<file path="src/rtl/cla_nibble_sched_pkg.sv">
// ============================================================================
// cla_nibble_sched_pkg : shared constants for the nibble-serial CLA scheduler
// Revision: 1.0 - initial release
// ============================================================================
`default_nettype none

package cla_nibble_sched_pkg;

  localparam int NIB_W = 4;

  localparam logic [1:0] IDLE = 2'd0;
  localparam logic [1:0] RUN  = 2'd1;
  localparam logic [1:0] DONE = 2'd2;

  // Nibble counter width; a single-nibble operand still needs one bit.
  function automatic int cnt_w(input int nibs);
    return (nibs > 1) ? $clog2(nibs) : 1;
  endfunction

endpackage

`default_nettype wire

</file>
<file path="src/rtl/cla_nibble_sched_cla4_slice.sv">
// ============================================================================
// cla4_slice : 4-bit carry-lookahead adder slice, fully expanded carries
// Revision: 1.0 - initial release
// ============================================================================
`default_nettype none

module cla4_slice
  import cla_nibble_sched_pkg::*;
(
  input  logic [NIB_W-1:0] a,
  input  logic [NIB_W-1:0] b,
  input  logic             cin,
  output logic [NIB_W-1:0] sum,
  output logic             cout
);

  logic [NIB_W-1:0] w_g;
  logic [NIB_W-1:0] w_p;
  logic [NIB_W:0]   w_c;

  assign w_g = a & b;
  assign w_p = a ^ b;

  assign w_c[0] = cin;
  assign w_c[1] = w_g[0] | (w_p[0] & cin);
  assign w_c[2] = w_g[1] | (w_p[1] & w_g[0]) | (w_p[1] & w_p[0] & cin);
  assign w_c[3] = w_g[2] | (w_p[2] & w_g[1]) | (w_p[2] & w_p[1] & w_g[0])
                | (w_p[2] & w_p[1] & w_p[0] & cin);
  assign w_c[4] = w_g[3] | (w_p[3] & w_g[2]) | (w_p[3] & w_p[2] & w_g[1])
                | (w_p[3] & w_p[2] & w_p[1] & w_g[0])
                | (w_p[3] & w_p[2] & w_p[1] & w_p[0] & cin);

  assign sum  = w_p ^ w_c[NIB_W-1:0];
  assign cout = w_c[NIB_W];

endmodule

`default_nettype wire

</file>
<file path="src/rtl/cla_nibble_sched.sv">
// ============================================================================
// cla_nibble_sched : two-requester round-robin front end that sequences a
//                    shared 4-bit CLA slice nibble by nibble over WIDTH bits
// Revision: 1.0 - initial release
// ============================================================================
`default_nettype none

module cla_nibble_sched
  import cla_nibble_sched_pkg::*;
#(
  parameter int WIDTH = 16
) (
  input  logic             clk,
  input  logic             rst_n,
  input  logic             req0_valid,
  output logic             req0_ready,
  input  logic [WIDTH-1:0] req0_a,
  input  logic [WIDTH-1:0] req0_b,
  input  logic             req0_cin,
  input  logic             req1_valid,
  output logic             req1_ready,
  input  logic [WIDTH-1:0] req1_a,
  input  logic [WIDTH-1:0] req1_b,
  input  logic             req1_cin,
  output logic             res_valid,
  input  logic             res_ready,
  output logic [WIDTH-1:0] res_sum,
  output logic             res_cout,
  output logic             res_id,
  output logic             busy
);

  localparam int             NIBS   = WIDTH / NIB_W;
  localparam int             K_W    = cnt_w(NIBS);
  localparam logic [K_W-1:0] K_LAST = K_W'(NIBS - 1);

  logic [1:0]       r_state;
  logic [1:0]       w_next;
  logic             r_ptr;
  logic             r_id;
  logic             r_carry;
  logic [K_W-1:0]   r_k;
  logic [WIDTH-1:0] r_a;
  logic [WIDTH-1:0] r_b;
  logic [WIDTH-1:0] r_sum;

  logic             w_grant0;
  logic             w_grant1;
  logic             w_accept;
  logic [NIB_W-1:0] w_a_nib;
  logic [NIB_W-1:0] w_b_nib;
  logic [NIB_W-1:0] w_slice_sum;
  logic             w_slice_cout;

  // Pointer high means requester 1 wins a tie.
  assign w_grant1 = req1_valid & (~req0_valid | r_ptr);
  assign w_grant0 = req0_valid & ~w_grant1;
  assign w_accept = (r_state == IDLE) & (req0_valid | req1_valid);

  always_comb begin
    w_a_nib = '0;
    w_b_nib = '0;
    for (int i = 0; i < NIBS; i++) begin
      if (r_k == K_W'(i)) begin
        w_a_nib = r_a[i*NIB_W +: NIB_W];
        w_b_nib = r_b[i*NIB_W +: NIB_W];
      end
    end
  end

  cla4_slice u_slice (
    .a    (w_a_nib),
    .b    (w_b_nib),
    .cin  (r_carry),
    .sum  (w_slice_sum),
    .cout (w_slice_cout)
  );

  always_ff @(posedge clk or negedge rst_n) begin
    if (!rst_n) r_state <= IDLE;
    else        r_state <= w_next;
  end

  always_comb begin
    w_next = r_state;
    case (r_state)
      IDLE:    if (req0_valid | req1_valid) w_next = RUN;
      RUN:     if (r_k == K_LAST)           w_next = DONE;
      DONE:    if (res_ready)               w_next = IDLE;
      default: w_next = IDLE;
    endcase
  end

  always_comb begin
    req0_ready = 1'b0;
    req1_ready = 1'b0;
    res_valid  = 1'b0;
    busy       = 1'b0;
    if (r_state == IDLE) begin
      req0_ready = w_grant0;
      req1_ready = w_grant1;
    end
    if (r_state == DONE) res_valid = 1'b1;
    if (r_state != IDLE) busy = 1'b1;
  end

  always_ff @(posedge clk or negedge rst_n) begin
    if (!rst_n) begin
      r_ptr   <= 1'b0;
      r_id    <= 1'b0;
      r_carry <= 1'b0;
      r_k     <= '0;
      r_a     <= '0;
      r_b     <= '0;
      r_sum   <= '0;
    end else if (w_accept) begin
      r_a     <= w_grant1 ? req1_a   : req0_a;
      r_b     <= w_grant1 ? req1_b   : req0_b;
      r_carry <= w_grant1 ? req1_cin : req0_cin;
      r_id    <= w_grant1;
      r_ptr   <= ~w_grant1;
      r_k     <= '0;
      r_sum   <= '0;
    end else if (r_state == RUN) begin
      for (int i = 0; i < NIBS; i++) begin
        if (r_k == K_W'(i)) r_sum[i*NIB_W +: NIB_W] <= w_slice_sum;
      end
      r_carry <= w_slice_cout;
      r_k     <= r_k + K_W'(1);
    end
  end

  assign res_sum  = r_sum;
  assign res_cout = r_carry;
  assign res_id   = r_id;

endmodule

`default_nettype wire
</file>
<file path="config.mk">
export PLATFORM = sky130hd
export DESIGN_NAME = cla_nibble_sched
export DESIGN_NICKNAME = d
export VERILOG_FILES = /design/src/rtl/cla_nibble_sched_pkg.sv /design/src/rtl/cla_nibble_sched_cla4_slice.sv /design/src/rtl/cla_nibble_sched.sv
export SDC_FILE = /design/constraint.sdc
export NUM_CORES = 1
export LEC_CHECK = 0
export ABC_AREA = 1
export CORE_MARGIN = 10
export CORE_UTILIZATION = 50
export CTS_BUF_LIST = sky130_fd_sc_hd__clkbuf_4
export CTS_CLUSTER_DIAMETER = 60
export DETAILED_ROUTE_END_ITERATION = 12
export PLACE_DENSITY = 0.86
export SLEW_MARGIN = 10
export SYNTH_ARGS = -nofsm -noshare
export SYNTH_HDL_FRONTEND = slang
export SYNTH_SLANG_ARGS = --single-unit
</file>
<file path="constraint.sdc">
create_clock -name clk -period 3.7 [get_ports clk]
set_input_delay 0.74 -clock clk [delete_from_list [all_inputs] [get_ports clk]]
set_output_delay 0.74 -clock clk [all_outputs]
set_load 0.02 [all_outputs]
</file>
==> results of run 1 <==
## routing by layer
layer | part of all wire (%) | global-route usage [%]
met5 | 0 | 0
met4 | 2.6 | 6.88
met3 | 8.5 | 5.53
met2 | 49 | 29.3
met1 | 40 | 19.3
## layout by cell type, fill, tap and decap left out, types with 4 or more instances in the layout
cell / synthesis / final
a21oi_1: 11 / 11
buf_4: 3 / 5
clkbuf_4: 0 / 5
clkdlybuf4s50_1: 0 / 91
dfrtp_1: 55 / 55
ha_1: 9 / 9
inv_1: 29 / 29
inv_2: 12 / 12
nand2_1: 102 / 102
nand3_1: 21 / 21
nand4_1: 6 / 6
nor2_1: 26 / 26
o211ai_1: 4 / 4
o21ai_0: 15 / 15
o21ai_1: 39 / 39
o22ai_1: 15 / 15
## flip-flops by register name (all words and copies together), names as in the netlist
signal and flops:
r_a 16, r_b 16, res_sum 16, r_k 2, r_state 2, r_ptr 1
res_cout 1, res_id 1
## Yosys cell counts
cell type	count
xnor2_1	1
o211ai_1	4
o31ai_1	1
o21ai_0	15
ha_1	9
buf_6	2
nand3_1	21
fa_1	1
o22ai_1	15
o21a_1	1
nor2_4	2
or2_1	1
buf_2	8
nor2_1	26
inv_2	12
nand2_1	102
nand3_2	1
buf_4	3
a21oi_1	11
a22oi_1	1
nand4_1	6
inv_1	29
clkbuf_1	3
o21ai_1	39
dfrtp_1	55
## worst max path at each step
stage                        from                       to  cells past startpoint
6_report               req1_valid               req1_ready                      6
5_1_grt                req1_valid               req1_ready                      6
4_1_cts                req1_valid               req1_ready                      6
3_5_place_dp           req1_valid               req1_ready                      6
3_3_place_gp           req1_valid               req1_ready                      6
2_1_floorplan  r_k[1]$_DFFE_PN0P_  res_sum[11]$_DFFE_PN0P_                     15
## worst reg2reg max path, stage by stage (launching register included)
cell	delay [ns]
dfrtp_1	0.44
inv_1	0.11
ha_1	0.36
inv_2	0.11
nand2_1	0.17
o22ai_1	0.09
o21ai_0	0.18
o21ai_0	0.12
ha_1	0.36
nand2_1	0.12
nand2_1	0.05
nor2_1	0.14
nand3_1	0.17
nand4_1	0.13
nand2_1	0.05
## cell families (layout without fill, tap and decap cells)
| kind of cell | count (synthesis) | after routing |
|---|---|---|
| xor gates and xnor gates | 1 | 1 |
| AOI/OAI and AO/OA | 87 | 87 |
| and+or+nand+nor | 159 | 159 |
| buffers and inverters | 57 | 146 |
| adders and majority gates | 10 | 10 |
| DFF | 55 | 55 |
## layout make-up
| class | instances | area (um^2) | area share (%) |
|---|---|---|---|
| Inverter | 41 | 154 | 3.94 |
| Clock buffer | 5 | 37.5 | 0.960 |
| Timing Repair Buffer | 97 | 953 | 24.4 |
| Sequential cell | 55 | 1380 | 35.2 |
| Multi-Input combinational cell | 257 | 1270 | 32.6 |
| Tap cell | 72 | 90.1 | 2.30 |
| Clock inverter | 3 | 23.8 | 0.608 |
## power by group through the flow
stage                     logic [W]  clock network [W]  registers (W)
after floorplan             0.00149                  0        0.00114
after global placement      0.00216                  0        0.00107
after detailed placement    0.00224                  0        0.00108
after CTS                   0.00225           0.000273        0.00106
after global routing        0.00253           0.000296        0.00109
final                       0.00224           0.000268        0.00106
## per-stage QoR
step	instance area, um^2	power, W	hold slack (ns)	setup WS (ns)	cells
finish	3910	0.00357	0.333	0.470	530
global route	3910	0.00392	0.357	0.348	530
CTS	3910	0.00359	0.335	0.468	530
detailed placement	3850	0.00331	0.474	0.464	522
global placement	3850	0.00323	0.471	0.499	522
floorplan	2900	0.00263	0.444	1.51	369
==> run_results.csv, run 1 <==
group,metric,value,unit
sta,max_freq,0.310,GHz
critical_path,worstSetupPathType,"primary input to output pin",
sta,final-setup-viol-count,0,
power_and_ir_drop,switching_share,48.1,%
power_and_ir_drop,p_leak,1.80,nW
global_routing,grt_usage,17.1,%
synth,yosysWarnings,0,
critical_path,cp-start-kind,"primary input",
place,port_buffers,92,
synth,synth-seq-cells,55,
power_and_ir_drop,p_int,0.00185,W
critical_path,timing.rr.start,"r_k[1]$_DFFE_PN0P_",
synth,synth_compound_area_share,16.3,%
global_routing,grt_pass1_vias,2767,
sta,slew_headroom,59.3,%
power_and_ir_drop,combPwrFrac,62.7,%
route,wl_per_cell,14.7,um
global_routing,grt_max_degree,37,
sta,fin_skew,0.0171,ns
global_routing,antenna_found_initial,0,
die,dieArea,9250,um^2
route,dr.first_iter.drc_count,140,
synth,ys_types,25,
critical_path,path_delay_family,"buffers and inverters",
synth,ys_top_cells_by_area,"dfrtp_1 (47%), nand2_1 (13%), o21ai_1 (6.7%)",
clock_tree,root_buffer,"clkbuf_4",
route,viasPerCell,5.20,
synth,synthXorXnorAreaFrac,0.302,%
synth,synth_cells,369,
critical_path,required,2.96,ns
final_layout,areaGrowthSynthToFinish,34.8,%
clock_tree,postCtsSetupRepairBufs,0,
clock_tree,cts_sinks,55,
synth,netlist.area_leader.share,47.4,%
clock_tree,hold_buffers,0,
global_routing,grt_overflow,0,
route,postRouteAntennaNets,0,
power_and_ir_drop,clkPwrFrac,7.5,%
clock_tree,clk_pin_slew,0.16,ns
power_and_ir_drop,seqPwrFrac,29.8,%
critical_path,crit_slowest_cell,"clkdlybuf4s50_1",
power_and_ir_drop,vdd_ir_drop_max,475,uV
critical_path,reg2reg_to,"res_sum[7]$_DFFE_PN0P_",
power_and_ir_drop,powerDensity,913,nW/um^2
flow_run,maxCapViolations,0,
critical_path,reg2reg_slack,1.00,ns
final_layout,drive_gt1_share,6.33,%
sta,fin_setup_tns,0,ns
route,first_pass_iters,4,
synth,syn_nets,450,
clock_tree,htree_levels,2,
die,initial_core_util,52.1,%
route,drc,0,
sta,finalCritPeriodShare,87.3,%
power_and_ir_drop,switchingPower,0.00171,W
clock_tree,cts_resized,0,
critical_path,crit_fanout,15,
synth,synth.mux.area_fraction,0,%
clock_tree,clock_path_buffers,2,
synth,yosys.area_share.adder,4.57,%
route,vias,2755,
sta,worst_pin_slew,0.610,ns
critical_path,ff2ff_path_depth,14,
place,dp_hpwl,6260,um
final_layout,diodes,0,
clock_tree,cts_inserted_buffers,5,
final_layout,utilization,70.1,%
status,outcome,"finished, final reports clean",
synth,synthesis.area,2900,um^2
synth,synthSimpleGateAreaFrac,22.8,%
min_path,hold_class,"primary input to asynchronous set/reset pin",
route,drt_wl_total,7790,um
die,core,5570,um^2
synth,synth_top_family_by_area,"simple AND/OR/NAND/NOR gates",
clock_tree,clk_latency,0.38,ns
final_layout,fillers,451,
die,die_y,96.2,um
die,chipWidth,96.2,um
final_layout,fin_nets,538,
sta,grt_setup_unrepaired,"false",
critical_path,crit_chain,"clkdlybuf4s50_1, inv_2, a21oi_1, inv_2, nor2_4, clkdlybuf4s50_1",
critical_path,worst_ep_arrival_time,2.49,ns
die,ios,93,
synth,synth_top_area_cell,"dfrtp_1",
critical_path,cp-end-kind,"output pin",
die,std_cell_rows,27,
sta,hold_viol_final,0,
synth,syn_area_per_cell,7.86,um^2
synth,seq_area_frac_synth,47.4,%
critical_path,cp_num_buf_inv,4,
sta,fin_crit,3.23,ns
sta,slew_violations,0,
place,gp_congestion,0.895,
critical_path,cpPeakStageDelay,0.68,ns
global_routing,grt_pass1_wl,12500,um
clock_tree,cts_tree,"built",
Power figures use the tool's default switching activity.
==> run 2, diff against run 1 <==
- CORE_ASPECT_RATIO: not set -> 0.6
==> run_results.csv, run 2 (synthesis results as in run 1) <==
group,metric,value,unit
final_layout,drive_gt1_share,6.54,%
sta,max_freq,0.306,GHz
final_layout,areaGrowthSynthToFinish,36.9,%
route,first_pass_iters,4,
clock_tree,clk_latency,0.37,ns
critical_path,crit_fanout,15,
place,post-place-ws,0.457,ns
clock_tree,cts_sinks,55,
status,outcome,"finished, final reports clean",
place,dp_hpwl,6440,um
clock_tree,cts_tree,"built",
route,wl_per_cell,15.2,um
critical_path,cp_num_buf_inv,4,
sta,slew_headroom,64.1,%
final_layout,mostFrequentLayoutCell,"nand2_1",
global_routing,grt_overflow,0,
global_routing,grt_pass1_wl,13500,um
die,die_y,79.0,um
route,viasPerCell,5.09,
power_and_ir_drop,vdd_ir_drop_max,437,uV
global_routing,grt_usage,17.5,%
die,dieArea,9350,um^2
clock_tree,cts_inserted_buffers,5,
sta,final-setup-viol-count,0,
final_layout,diodes,0,
critical_path,worstSetupPathType,"primary input to output pin",
critical_path,cpPeakStageDelay,0.66,ns
power_and_ir_drop,p_leak,1.83,nW
route,vias,2741,
die,initial_core_util,51.8,%
min_path,hold_class,"primary input to asynchronous set/reset pin",
clock_tree,hold_buffers,0,
sta,setup_ws,0.434,ns
die,core,5600,um^2
critical_path,path_delay_family,"buffers and inverters",
sta,fin_skew,0.0187,ns
sta,hold_viol_final,0,
clock_tree,root_buffer,"clkbuf_4",
final_layout,fin_nets,539,
sta,grt_setup_unrepaired,"false",
final_layout,design_area,3970,um^2
clock_tree,cts_resized,0,
sta,slew_violations,0,
power_and_ir_drop,powerDensity,948,nW/um^2
flow_run,maxCapViolations,0,
final_layout,utilization,71.0,%
critical_path,cp-end-kind,"output pin",
critical_path,worst_ep_arrival_time,2.53,ns
clock_tree,postCtsSetupRepairBufs,0,
place,port_buffers,92,
critical_path,cp-start-kind,"primary input",
power_and_ir_drop,total_power,0.00376,W
global_routing,grt_pass1_vias,2690,
critical_path,crit_chain,"clkdlybuf4s50_1, a21oi_1, inv_2, nand2_1, inv_2, clkdlybuf4s50_1",
route,postRouteAntennaNets,0,
critical_path,crit_slowest_cell,"clkdlybuf4s50_1",
sta,fin_crit,3.27,ns
die,std_cell_rows,21,
critical_path,required,2.96,ns
clock_tree,htree_levels,2,
final_layout,layout_common_cells,"nand2_1 (102), clkdlybuf4s50_1 (91), dfrtp_1 (55)",
global_routing,antenna_found_initial,0,
sta,fin_setup_tns,0,ns
place,gp_congestion,0.940,
route,drt_wl_total,8220,um
clock_tree,clk_pin_slew,0.16,ns
global_routing,grt_max_degree,37,
clock_tree,clock_path_buffers,2,
die,ios,93,
sta,finalCritPeriodShare,88.3,%
route,drc,0,
die,chipWidth,118,um
sta,worst_pin_slew,0.538,ns
place,place_area,3870,um^2
route,dr.first_iter.drc_count,178,
## run 2: where the power goes
part	internal, W	switching, W
clock	0.000218	0.000180
combinational	0.000874	0.00143
sequential	0.000906	0.000157
total	0.00200	0.00177
## run 2: per-layer routing
| metal | part of all wire, % | vias up | track usage (%) |
|---|---|---|---|
| li1 | - | 1381 | - |
| met1 | 49 | 1230 | 24.8 |
| met2 | 40 | 123 | 24.9 |
| met3 | 10 | 7 | 6.29 |
| met4 | 0.73 | 0 | 3.56 |
| met5 | 0 | - | 0 |
## run 2: metrics by stage
step | hold slack, ns | cells
global route | 0.350 | 539
CTS | 0.348 | 539
finish | 0.322 | 539
detailed placement | 0.480 | 531
floorplan | 0.444 | 369
global placement | 0.472 | 531
## run 2: path summary, 6_finish.rpt
path	cells after the start	endpoint	startpoint	slack, ns
min in group clk	2	res_sum[6]$_DFFE_PN0P_	res_sum[6]$_DFFE_PN0P_	0.51
min reg2reg	2	res_sum[6]$_DFFE_PN0P_	res_sum[6]$_DFFE_PN0P_	0.51
max	6	req0_ready	req0_valid	0.43
max in group asynchronous	2	res_sum[7]$_DFFE_PN0P_	rst_n	2.59
min	1	res_sum[15]$_DFFE_PN0P_	rst_n	0.32
max reg2reg	14	res_sum[7]$_DFFE_PN0P_	r_k[1]$_DFFE_PN0P_	0.94
## run 2: worst reg2reg max path, cell delays in order, from the launching register on
cell     delay (ns)
dfrtp_1        0.43
inv_1          0.11
ha_1           0.36
inv_2          0.11
nand2_1        0.18
o22ai_1        0.10
o21ai_0        0.18
o21ai_0        0.13
ha_1           0.37
nand2_1        0.12
nand2_1        0.05
nor2_1         0.13
nand3_1        0.17
nand4_1        0.15
nand2_1        0.06
## run 2: cell type report
class | count | area [um^2]
clock buffers | 6 | 45.0
clock inverters | 2 | 60.1
fillers | 435 | 1630
inverters | 41 | 154
multi-input cells | 257 | 1270
flip-flops and latches | 55 | 1380
well taps | 80 | 100
repair buffers | 98 | 961
==> run 3, diff against run 2 <==
- CORE_UTILIZATION: 50 -> 52
- PLACE_DENSITY: 0.86 -> 0.89
==> run_results.csv, run 3 (synthesis results as in run 1) <==
group,metric,value,unit
status,outcome,"finished, final reports clean",
sta,finalCritPeriodShare,88.8,%
final_layout,layout_common_cells,"nand2_1 (102), clkdlybuf4s50_1 (91), dfrtp_1 (55)",
critical_path,path_delay_family,"buffers and inverters",
clock_tree,clk_latency,0.38,ns
flow_run,maxCapViolations,0,
clock_tree,root_buffer,"clkbuf_4",
route,postRouteAntennaNets,0,
critical_path,crit_chain,"clkdlybuf4s50_1, a21oi_1, inv_2, nand2_1, inv_2, clkdlybuf4s50_1",
clock_tree,hold_buffers,0,
final_layout,drive_gt1_share,6.54,%
critical_path,worst_ep_arrival_time,2.55,ns
global_routing,grt_usage,18.7,%
die,std_cell_rows,20,
die,die_y,77.9,um
place,gp_congestion,0.898,
critical_path,reg2reg_to,"res_sum[7]$_DFFE_PN0P_",
clock_tree,cts_tree,"built",
final_layout,regArea,1380,um^2
final_layout,mostFrequentLayoutCell,"nand2_1",
sta,grt_setup_unrepaired,"false",
route,vias,2797,
global_routing,grt_max_degree,37,
place,dp_hpwl,6630,um
critical_path,cp-start-kind,"primary input",
final_layout,fin_nets,539,
clock_tree,cts_inserted_buffers,5,
final_layout,fin_cells,526,
die,initial_core_util,55.5,%
critical_path,crit_fanout,15,
critical_path,cp_num_buf_inv,4,
power_and_ir_drop,p_leak,1.82,nW
sta,fin_setup_tns,0,ns
clock_tree,clock_path_buffers,2,
sta,worst_pin_slew,0.535,ns
critical_path,reg2reg_slack,0.84,ns
sta,hold_viol_final,0,
critical_path,cp_num_cells,6,
die,core,5230,um^2
route,dr.first_iter.drc_count,306,
global_routing,grt_pass1_vias,2726,
critical_path,cpPeakStageDelay,0.67,ns
clock_tree,clk_pin_slew,0.17,ns
critical_path,ff2ff_path_depth,14,
power_and_ir_drop,total_power,0.00372,W
critical_path,required,2.96,ns
clock_tree,postCtsSetupRepairBufs,0,
final_layout,multi_input_area,1270,um^2
route,drc,0,
final_layout,fillers,387,
sta,fin_crit,3.29,ns
clock_tree,cts_resized,0,
route,viasPerCell,5.32,
global_routing,grt_pass1_wl,13800,um
sta,fin_skew,0.0205,ns
die,chipWidth,116,um
die,ios,93,
route,wl_per_cell,15.9,um
critical_path,crit_slowest_cell,"clkdlybuf4s50_1",
min_path,hold_class,"primary input to asynchronous set/reset pin",
global_routing,grt_overflow,0,
critical_path,cp-end-kind,"output pin",
power_and_ir_drop,powerDensity,946,nW/um^2
sta,final-setup-viol-count,0,
critical_path,worstSetupPathType,"primary input to output pin",
clock_tree,htree_levels,2,
sta,slew_violations,0,
global_routing,antenna_found_initial,0,
sta,slew_headroom,64.3,%
route,drt_wl_total,8380,um
sta,max_freq,0.304,GHz
place,port_buffers,92,
critical_path,cp-startpoint,"req0_valid",
place,place_inst,517,
critical_path,crit_end,"req0_ready",
clock_tree,cts_sinks,55,
final_layout,areaGrowthSynthToFinish,35.7,%
critical_path,timing.rr.start,"r_k[1]$_DFFE_PN0P_",
die,dieArea,9070,um^2
route,first_pass_iters,5,
power_and_ir_drop,vdd_ir_drop_max,434,uV
==> run 3: changes by cell type in the layout (fill, tap and decap cells not counted), sizes merged <==
cell    before  now
diode        0    1
clkinv       0    1
inv         41   42
clkbuf       6    5
bufinv       2    1
==> run 3: how the worst min path moves through the flow <==
stage,slack (ns),start,to,depth (start not counted)
after detailed placement,0.47,res_sum[11]$_DFFE_PN0P_,res_sum[11]$_DFFE_PN0P_,2
final,0.32,rst_n,r_b[10]$_DFFE_PN0P_,1
after CTS,0.32,rst_n,r_b[10]$_DFFE_PN0P_,1
after global routing,0.32,rst_n,r_b[6]$_DFFE_PN0P_,1
after global placement,0.47,res_sum[15]$_DFFE_PN0P_,res_sum[15]$_DFFE_PN0P_,2
after floorplan,0.44,rst_n,r_a[0]$_DFFE_PN0P_,0
==> run 3: per-layer routing <==
metal	vias to the layer above	global-route usage, %	share of wire, %
met2	140	26.3	41
met1	1256	26.3	46
met3	6	7.83	13
met4	0	3.36	0.53
li1	1395	-	-
met5	-	0	0
==> run 3: worst reg2reg max path: cells and delay by family (launching register included) <==
family / cells / cell delay [ns]
flip-flops: 1 / 0.42
AND/OR/NAND/NOR: 7 / 0.89
adder cells (fa/ha/maj): 2 / 0.62
buffers and inverters: 2 / 0.22
AO/OA/AOI/OAI: 3 / 0.60
==> run 3: layout make-up <==
cell class	count	share of cell area (%)
antenna	1	0.0636
clock buffer	5	0.954
clock inverter	3	1.21
inverter	41	3.91
multi-input combinational	257	32.4
sequential	55	35.0
tap	66	2.10
timing repair buffer	98	24.4
==> run 3: power breakdown <==
part           switching (W)  leakage [nW]  internal [W]  total (W)
combinational        0.00145          1.10      0.000876    0.00232
clock               0.000188        0.0458      0.000146   0.000334
sequential          0.000160         0.680      0.000905    0.00107
==> run 3: through the flow <==
stage	instance area [um^2]	hold WS (ns)	utilization (%)	setup slack (ns)
2_1_floorplan	2900	0.444	-	1.51
3_5_place_dp	3850	0.471	73.6	0.423
5_1_grt	3930	0.323	75.2	0.276
4_1_cts	3930	0.319	75.2	0.424
3_3_place_gp	3850	0.469	73.6	0.472
6_report	3940	0.317	75.3	0.413
